**src/rtl/traffic_light_ctrl_multi.sv**
```systemverilog
// traffic_light_ctrl_multi: N-direction traffic-light controller with
// demand-driven round-robin arbitration, gap-out, rest-in-green, all-red
// clearance and a flashing-red maintenance mode. Outputs are a Moore decode
// of the registered state, direction index, timer and flash phase.
module traffic_light_ctrl_multi #(
    parameter int unsigned N_DIR       = 4,
    parameter int unsigned GREEN_TIME  = 10,
    parameter int unsigned MIN_GREEN   = 4,
    parameter int unsigned YELLOW_TIME = 3,
    parameter int unsigned ALLRED_TIME = 1,
    parameter int unsigned FLASH_HALF  = 2,
    parameter int unsigned TW          = 8
) (
    input  logic                       clk,
    input  logic                       rst,
    input  logic                       en,
    input  logic [N_DIR-1:0]           req,
    input  logic                       flash_mode,
    output logic [N_DIR-1:0]           red,
    output logic [N_DIR-1:0]           yellow,
    output logic [N_DIR-1:0]           green,
    output logic [$clog2(N_DIR)-1:0]   active_dir,
    output logic                       green_start
);

    localparam int unsigned DW = $clog2(N_DIR);

    localparam logic [TW-1:0] G_LAST = TW'(GREEN_TIME - 1);
    localparam logic [TW-1:0] G_MIN  = TW'(MIN_GREEN - 1);
    localparam logic [TW-1:0] Y_LAST = TW'(YELLOW_TIME - 1);
    localparam logic [TW-1:0] A_LAST = TW'(ALLRED_TIME - 1);
    localparam logic [TW-1:0] F_LAST = TW'(FLASH_HALF - 1);

    typedef enum logic [1:0] {
        ST_GREEN,
        ST_YELLOW,
        ST_ALLRED,
        ST_FLASH
    } state_t;

    state_t          state, state_nxt;
    logic [DW-1:0]   d, d_nxt;
    logic [TW-1:0]   timer, timer_nxt;
    logic            phase, phase_nxt;

    logic [N_DIR-1:0] d_oh;
    logic             others;
    logic [DW-1:0]    rr_dir;
    logic [DW-1:0]    idx;
    logic             found;

    assign d_oh   = N_DIR'(1) << d;
    assign others = |(req & ~d_oh);

    // Round-robin pick: first requesting direction after d, wrapping; d+1 if none.
    always_comb begin
        rr_dir = DW'((32'(d) + 32'd1) % N_DIR);
        idx    = '0;
        found  = 1'b0;
        for (int unsigned k = 1; k <= N_DIR; k++) begin
            idx = DW'((32'(d) + k) % N_DIR);
            if (!found && req[idx]) begin
                rr_dir = idx;
                found  = 1'b1;
            end
        end
    end

    // State, direction, timer and flash-phase registers.
    always_ff @(posedge clk or negedge rst) begin
        if (!rst) begin
            state <= ST_ALLRED;
            d     <= DW'(N_DIR - 1);
            timer <= '0;
            phase <= 1'b0;
        end else begin
            state <= state_nxt;
            d     <= d_nxt;
            timer <= timer_nxt;
            phase <= phase_nxt;
        end
    end

    // Next-state logic; flash_mode overrides everything and is honoured even when en=0.
    always_comb begin
        state_nxt = state;
        d_nxt     = d;
        timer_nxt = timer;
        phase_nxt = phase;
        if (flash_mode && state != ST_FLASH) begin
            state_nxt = ST_FLASH;
            timer_nxt = '0;
            phase_nxt = 1'b0;
        end else if (!flash_mode && state == ST_FLASH) begin
            state_nxt = ST_ALLRED;
            timer_nxt = '0;
            phase_nxt = 1'b0;
        end else if (en) begin
            case (state)
                ST_GREEN: begin
                    if (others && (timer == G_LAST || (timer >= G_MIN && !req[d]))) begin
                        state_nxt = ST_YELLOW;
                        timer_nxt = '0;
                    end else if (timer != G_LAST) begin
                        timer_nxt = timer + TW'(1);
                    end
                end
                ST_YELLOW: begin
                    if (timer == Y_LAST) begin
                        state_nxt = ST_ALLRED;
                        timer_nxt = '0;
                    end else begin
                        timer_nxt = timer + TW'(1);
                    end
                end
                ST_ALLRED: begin
                    if (timer == A_LAST) begin
                        state_nxt = ST_GREEN;
                        d_nxt     = rr_dir;
                        timer_nxt = '0;
                    end else begin
                        timer_nxt = timer + TW'(1);
                    end
                end
                default: begin
                    if (timer == F_LAST) begin
                        timer_nxt = '0;
                        phase_nxt = ~phase;
                    end else begin
                        timer_nxt = timer + TW'(1);
                    end
                end
            endcase
        end
    end

    // Moore lamp decode from registered state only.
    always_comb begin
        red         = '0;
        yellow      = '0;
        green       = '0;
        active_dir  = d;
        green_start = 1'b0;
        case (state)
            ST_GREEN: begin
                green       = d_oh;
                red         = ~d_oh;
                green_start = (timer == '0);
            end
            ST_YELLOW: begin
                yellow = d_oh;
                red    = ~d_oh;
            end
            ST_ALLRED: begin
                red = '1;
            end
            default: begin
                red = phase ? '0 : '1;
            end
        endcase
    end

endmodule

```
**config.mk**
```make
export PLATFORM = sky130hd
export DESIGN_NAME = traffic_light_ctrl_multi
export DESIGN_NICKNAME = d
export VERILOG_FILES = /design/src/rtl/traffic_light_ctrl_multi.sv
export SDC_FILE = /design/constraint.sdc
export NUM_CORES = 1
export LEC_CHECK = 0
export CAP_MARGIN = 25
export CELL_PAD_IN_SITES_DETAIL_PLACEMENT = 0
export CELL_PAD_IN_SITES_GLOBAL_PLACEMENT = 2
export CORE_AREA = 3 3 58 101
export CTS_CLUSTER_SIZE = 12
export DETAILED_ROUTE_END_ITERATION = 8
export DIE_AREA = 0 0 61 104
export MAX_ROUTING_LAYER = met4
export PLACE_DENSITY = 0.78
export SKIP_CTS_REPAIR_TIMING = 1
export SLEW_MARGIN = 20
export SYNTH_ARGS = -nofsm -noshare
export SYNTH_HDL_FRONTEND = slang
export SYNTH_SLANG_ARGS = --single-unit
```
**constraint.sdc**
```tcl
create_clock -name clk -period 2.4 [get_ports clk]
set_input_delay 0.24 -clock clk [delete_from_list [all_inputs] [get_ports clk]]
set_output_delay 0.24 -clock clk [all_outputs]
set_load 0.02 [all_outputs]
```
==> flow_summary.json, run 1 <==
{
  "fin_util_pct": 44.68,
  "placed_cells": 277,
  "ys.flop_type": "dfrtp_1",
  "final_antenna_net_count": 0,
  "clock-sinks": 13,
  "io_buffers": 22,
  "dr.pass1.iters": 4,
  "period_minus_slack_ns": 2.390,
  "diodes": 0,
  "max-slew-margin-rel_pct": 55.00,
  "ys_warn_count": 0,
  "crit_fanout": 8,
  "worst-endpoint-required_ns": 2.50,
  "power_frac_clock_pct": 7.1,
  "cts_tree": "yes",
  "ir_drop_v": 0.0003756,
  "hold_class": "input pin to asynchronous set/reset pin",
  "finalHoldViolations": 0,
  "rows": 35,
  "syn_nets": 190,
  "crit_path_start": "state[1]$_DFFE_PN1P_",
  "max_freq_mhz": 418.5,
  "nNetsFinal": 259,
  "reg2reg_depth": 9,
  "place.gp.congestion": 0.7596,
  "maxCapViolCount": 0,
  "p_sw_mw": 1.309,
  "initial_core_util_pct": 28.26,
  "r2r-end": "timer[3]$_DFFE_PN0P_",
  "dp_hpwl_um": 3498,
  "arrival_ns": 2.49,
  "synthDistinctLibCells": 50,
  "die_area_sq_um": 6344,
  "p_leak_nw": 1.087,
  "core_area_sq_um": 5211,
  "cts-root-buf": "clkbuf_8",
  "grt_pass1_wl_um": 6996,
  "timing.final.ws_setup_ns": 0.01031,
  "pwr-share-seq_pct": 12.3,
  "drc": 0,
  "critPathKind": "register to register",
  "routed_wl_um": 4507,
  "vias_per_cell": 5.318,
  "drt_iter0_markers": 23,
  "numCtsBuffers": 3,
  "synth_edf_count": 0,
  "timing.final.crit_share_pct": 99.57,
  "wl_per_cell_um": 15.60,
  "status": "complete, no violations",
  "synth-seq-cells": 13,
  "synthCells": 166,
  "powerDensity_nw_per_um2": 1245,
  "htree_levels": 1,
  "critPathLaunchType": "register",
  "switching_share_pct": 45.16,
  "r2r_slack_ns": 0.01,
  "layout-drive-gt1-share_pct": 35.90,
  "overflow": 0,
  "p_total_mw": 2.899,
  "fin_skew_ns": 0.002660,
  "clockBufferDepth": 2,
  "yosysSeqAreaShare_pct": 22.34,
  "syn_area_sq_um": 1473,
  "rsz0062_at_grt": "yes",
  "cts.clk_slew.worst_paths_ns": 0.06,
  "clk_latency_ns": 0.24,
  "slew_violations": 0,
  "grt_max_degree": 14,
  "endpoint_kind": "register",
  "gr-usage-all-layers_pct": 14.62,
  "rr_startpoint": "state[1]$_DFFE_PN1P_",
  "async_flop_share_pct": 100.0,
  "endpoint": "timer[3]$_DFFE_PN0P_",
  "p_comb_share_pct": 80.5,
  "chipHeight_um": 104,
  "io_pins": 23,
  "grt_antenna_before_repair": 0,
  "vias": 1537,
  "syn_avg_cell_area_sq_um": 8.871,
  "dieWidth_um": 61,
  "setup_viol_count_final": 0,
  "fin_cells": 289,
  "tightestPinTransition_ns": 0.6729,
  "syn2layout_area_growth_pct": 58.11,
  "p_int_mw": 1.590,
  "pre_cts_slack_ns": -0.06963,
  "grt_pass1_vias": 1529
}
-- registers in the layout, indices dropped and copies added, names as in the netlist --
register,count
timer,8
active_dir,2
state,2
phase,1
-- power by group through the flow --
stage	sequential, mW	clock, mW	combinational, mW
2_1_floorplan	0.382	0	1.19
3_3_place_gp	0.341	0	1.99
3_5_place_dp	0.345	0	1.99
4_1_cts	0.342	0.214	2.00
5_1_grt	0.366	0.222	2.55
6_report	0.357	0.207	2.34
-- synth_stat cells (all sizes together) (3+ instances only) --
master	number	area, sq um
a21oi	5	25.02
a31oi	12	75.07
and2	9	56.30
and3	5	31.28
buf	5	40.04
dfrtp	10	250.2
dfstp	3	78.83
ha	16	200.2
inv	16	60.06
mux2i	4	40.04
mux4	4	90.09
nand2	5	18.77
nand2b	6	37.54
nand3	3	15.01
nand3b	4	30.03
nor2	6	22.52
nor2b	4	25.02
nor3	6	35.03
o21ai	10	50.05
o22ai	3	18.77
or4	3	26.27
-- through the flow --
stage               hold WS (ns)  cell area (sq um)  setup TNS, ns
finish                    0.4035               2328              0
global route              0.4506               2328        -0.2290
CTS                       0.4268               2076        -0.1995
detailed placement        0.4667               2031        -0.2967
global placement          0.4599               2026         -1.509
floorplan               -0.05559               1488              0
-- layer usage --
layer	GRT usage, %	vias up	wire length [um]
li1	-	760	-
met1	15.07	744	1629
met2	27.87	27	2728
met3	1.491	6	80
met4	3.256	0	69
met5	-	-	0
-- cells by family (layout without fill, tap and decap cells) --
group | Yosys count | count (layout) | synth area share, %
AOI/OAI and AO/OA | 46 | 47 | 22.35
xor gates and xnor gates | 2 | 2 | 1.190
adders and majority gates | 16 | 16 | 13.59
buffers and inverters | 22 | 89 | 7.052
DFF | 13 | 13 | 22.35
muxes | 8 | 8 | 8.836
and+or+nand+nor | 59 | 59 | 24.64
-- cell usage in the layout, fill, tap and decap left out, types with 2 or more instances in the layout --
cell	n
and2_1	9
buf_4	43
nand2_1	5
or4_4	2
dfstp_2	3
nor3_4	2
a31oi_4	2
o31ai_1	2
and3_1	5
mux2i_1	4
nand2b_1	6
o21ai_0	7
mux4_2	4
nor2b_1	4
buf_6	2
nor3_1	4
clkbuf_8	3
dfrtp_1	10
ha_2	2
a31oi_1	9
nor2_1	6
a21oi_1	4
a22oi_1	2
inv_1	14
nand3b_1	4
o22ai_1	3
clkdlybuf4s50_1	17
nand3_1	2
xnor2_1	2
dlymetal6s2s_1	5
o21ai_1	3
ha_1	12
ha_4	2
o2111ai_4	2
-- layout make-up --
type / count / area (sq um)
flip-flops and latches: 13 / 329.1
clock buffers: 4 / 45.04
well taps: 55 / 68.82
multi-input cells: 132 / 1200
fillers: 505 / 2883
repair buffers: 69 / 623.1
inverters: 16 / 62.56
-- how the worst min path moves through the flow --
stage / end / slack (ns) / from
after floorplan: phase$_DFFE_PN0P_ / -0.06 / rst
after global placement: phase$_DFFE_PN0P_ / 0.46 / phase$_DFFE_PN0P_
after detailed placement: phase$_DFFE_PN0P_ / 0.47 / phase$_DFFE_PN0P_
after CTS: timer[0]$_DFFE_PN0P_ / 0.43 / rst
after global routing: timer[0]$_DFFE_PN0P_ / 0.45 / rst
final: timer[0]$_DFFE_PN0P_ / 0.40 / rst
-- worst max-delay path: stages, from the launching register on --
cell and delay (ns):
dfstp_2 0.55, ha_4 0.15, inv_4 0.04, ha_4 0.21, or4_4 0.55, nor3_4 0.27
nor3_4 0.09, buf_6 0.15, a31oi_4 0.16, a31oi_1 0.05
(Power assumes the default switching activity.)
==> inputs of run 2 (changes only) <==
Settings changed: CELL_PAD_IN_SITES_DETAIL_PLACEMENT 0 to 2, HOLD_SLACK_MARGIN from default to 0.05.
==> run 2 against run 1 <==
The flow now finishes with violations (negative setup slack). Worst hold slack got worse by 0.0084 ns. Clock-buffer cell count did not move. Final cell count rose by 1.0%. Power rose by 4.6%. Sequential share of layout area fell by 0.12 points. Sequential power barely moved. Critical path depth fell by 1. Clock skew fell by 0.0015 ns. First-iteration DRC count rose by 17%. Cell area rose by 0.86%. Combinational power rose by 6%. Utilization rose by 0.38 points. Largest cell class unchanged. Largest power group unchanged.
==> flow_summary.json, run 2 (synthesis results as in run 1) <==
{
  "max-slew-margin-rel_pct": 55.69,
  "place.gp.congestion": 0.7596,
  "routed_wl_um": 5882,
  "critical-path-max-stage-delay_ns": 0.57,
  "chipHeight_um": 104,
  "crit_fanout": 6,
  "grt_antenna_before_repair": 0,
  "initial_core_util_pct": 28.26,
  "p_comb_share_pct": 81.3,
  "powerDensity_nw_per_um2": 1292,
  "gr-usage-all-layers_pct": 17.85,
  "dieWidth_um": 61,
  "nNetsFinal": 262,
  "layout-drive-gt1-share_pct": 35.44,
  "arrival_ns": 2.52,
  "worst-path-buf-inv": 2,
  "status": "finished with violations",
  "p_leak_nw": 1.157,
  "p_int_mw": 1.628,
  "vias_per_cell": 5.616,
  "rsz0062_at_grt": "yes",
  "fin_skew_ns": 0.001127,
  "maxCapViolCount": 0,
  "grt.met3_usage_pct": 1.615,
  "dr.pass1.iters": 4,
  "rr_startpoint": "active_dir[0]$_DFFE_PN1P_",
  "hold_class": "input pin to asynchronous set/reset pin",
  "rows": 35,
  "critPathLaunchType": "register",
  "io_buffers": 22,
  "critPathKind": "register to register",
  "drc": 0,
  "cts-root-buf": "clkbuf_8",
  "period_minus_slack_ns": 2.406,
  "grt_pass1_wl_um": 8404,
  "grt_pass1_vias": 1742,
  "final_design_area_no_fill_sq_um": 2349,
  "pwr-share-seq_pct": 11.8,
  "diodes": 0,
  "endpoint_kind": "register",
  "htree_levels": 1,
  "timing.final.ws_setup_ns": -0.005775,
  "use_met1_pct": 17.99,
  "io_pins": 23,
  "gr-usage-met2_pct": 34.46,
  "die_area_sq_um": 6344,
  "drt_iter0_markers": 27,
  "ir_drop_v": 0.0003981,
  "clk_latency_ns": 0.25,
  "busiest_layer": "met2",
  "numCtsBuffers": 3,
  "setup_viol_count_final": 1,
  "mostFrequentLayoutCells": "buf_4, inv_1, clkdlybuf4s50_1",
  "reg2reg_depth": 8,
  "switching_share_pct": 46.33,
  "regMostFlops": "timer",
  "cts_tree": "yes",
  "overflow": 0,
  "max_freq_mhz": 415.7,
  "fill_cells": 563,
  "cpLargestDelayFamily": "compound AO/OA/AOI/OAI gates",
  "core_area_sq_um": 5211,
  "slew_violations": 0,
  "largest_register_ff_count": 8,
  "path_cells": "buf_12 -> mux4_2 -> o21a_4 -> a211oi_4 -> buf_4 -> o2111ai_4 -> nand3b_1 -> a31oi_1",
  "power_frac_clock_pct": 6.8,
  "vias": 1640,
  "hold_slack_ns": 0.3951,
  "wl_per_cell_um": 20.14,
  "clock-sinks": 13,
  "r2r_slack_ns": -0.006,
  "clockBufferDepth": 2,
  "final_antenna_net_count": 0,
  "r2r-end": "timer[4]$_DFFE_PN0P_",
  "grt_max_degree": 14,
  "p_sw_mw": 1.406,
  "cp_slowest_cell": "dfstp_2",
  "dp_hpwl_um": 4322,
  "failed_checks": "negative setup slack",
  "final_common_cell": "buf_4",
  "worst-endpoint-required_ns": 2.51,
  "tns_ns": -0.005775,
  "cts.clk_slew.worst_paths_ns": 0.06,
  "tightestPinTransition_ns": 0.6626,
  "finalHoldViolations": 0,
  "syn2layout_area_growth_pct": 59.47,
  "timing.final.crit_share_pct": 100.2,
  "postPlaceCellArea_sq_um": 2031
}
==> run 2: cell count changes in the layout (fill, tap and decap cells not counted), sizes merged <==
cell,change
buf,+3
clkdlybuf4s50,-3
dlymetal6s2s,+3
==> run 2: layout make-up <==
| type | instances | area, sq um | share of cell area [%] |
|---|---|---|---|
| clock buffer | 4 | 45.04 | 1.918 |
| inverter | 16 | 62.56 | 2.664 |
| multi-input combinational | 132 | 1190 | 50.67 |
| sequential | 13 | 329.1 | 14.01 |
| timing repair buffer | 72 | 653.1 | 27.81 |
| tap | 55 | 68.82 | 2.930 |
==> run 2: worst max path at each step <==
stage | slack (ns) | from | cells past startpoint | to
final | -0.006 | active_dir[0]$_DFFE_PN1P_ | 8 | timer[4]$_DFFE_PN0P_
after global routing | -0.09 | timer[1]$_DFFE_PN0P_ | 9 | timer[4]$_DFFE_PN0P_
after CTS | -0.23 | timer[6]$_DFFE_PN0P_ | 4 | green_start
after detailed placement | -0.13 | flash_mode | 9 | timer[3]$_DFFE_PN0P_
after global placement | -0.21 | flash_mode | 8 | timer[3]$_DFFE_PN0P_
after floorplan | 0.05 | active_dir[0]$_DFFE_PN1P_ | 9 | state[0]$_DFFE_PN0P_
==> run 2: per-stage QoR <==
step                      setup WS, ns  util [%]  power (mW)  instances
after floorplan                0.05077         -       1.567        166
after global placement         -0.2142     38.87       2.335        276
after detailed placement       -0.1256     38.97       2.414        277
after CTS                      -0.2292     39.83       2.644        281
after global routing          -0.08886     45.07       3.287        292
final                        -0.005775     45.07       3.034        292
==> run 2: metal layers <==
layer | vias to the layer above | part of all wire, %
li1 | 756 | -
met3 | 14 | 1.5
met1 | 840 | 37
met2 | 30 | 60
met5 | - | 0
met4 | 0 | 2.1
==> run 2: power by group through the flow <==
| stage | clock, mW | sequential, mW | combinational [mW] |
|---|---|---|---|
| floorplan | 0 | 0.382 | 1.19 |
| global placement | 0 | 0.341 | 1.99 |
| detailed placement | 0 | 0.346 | 2.07 |
| CTS | 0.215 | 0.342 | 2.09 |
| global route | 0.224 | 0.369 | 2.69 |
| finish | 0.208 | 0.359 | 2.47 |
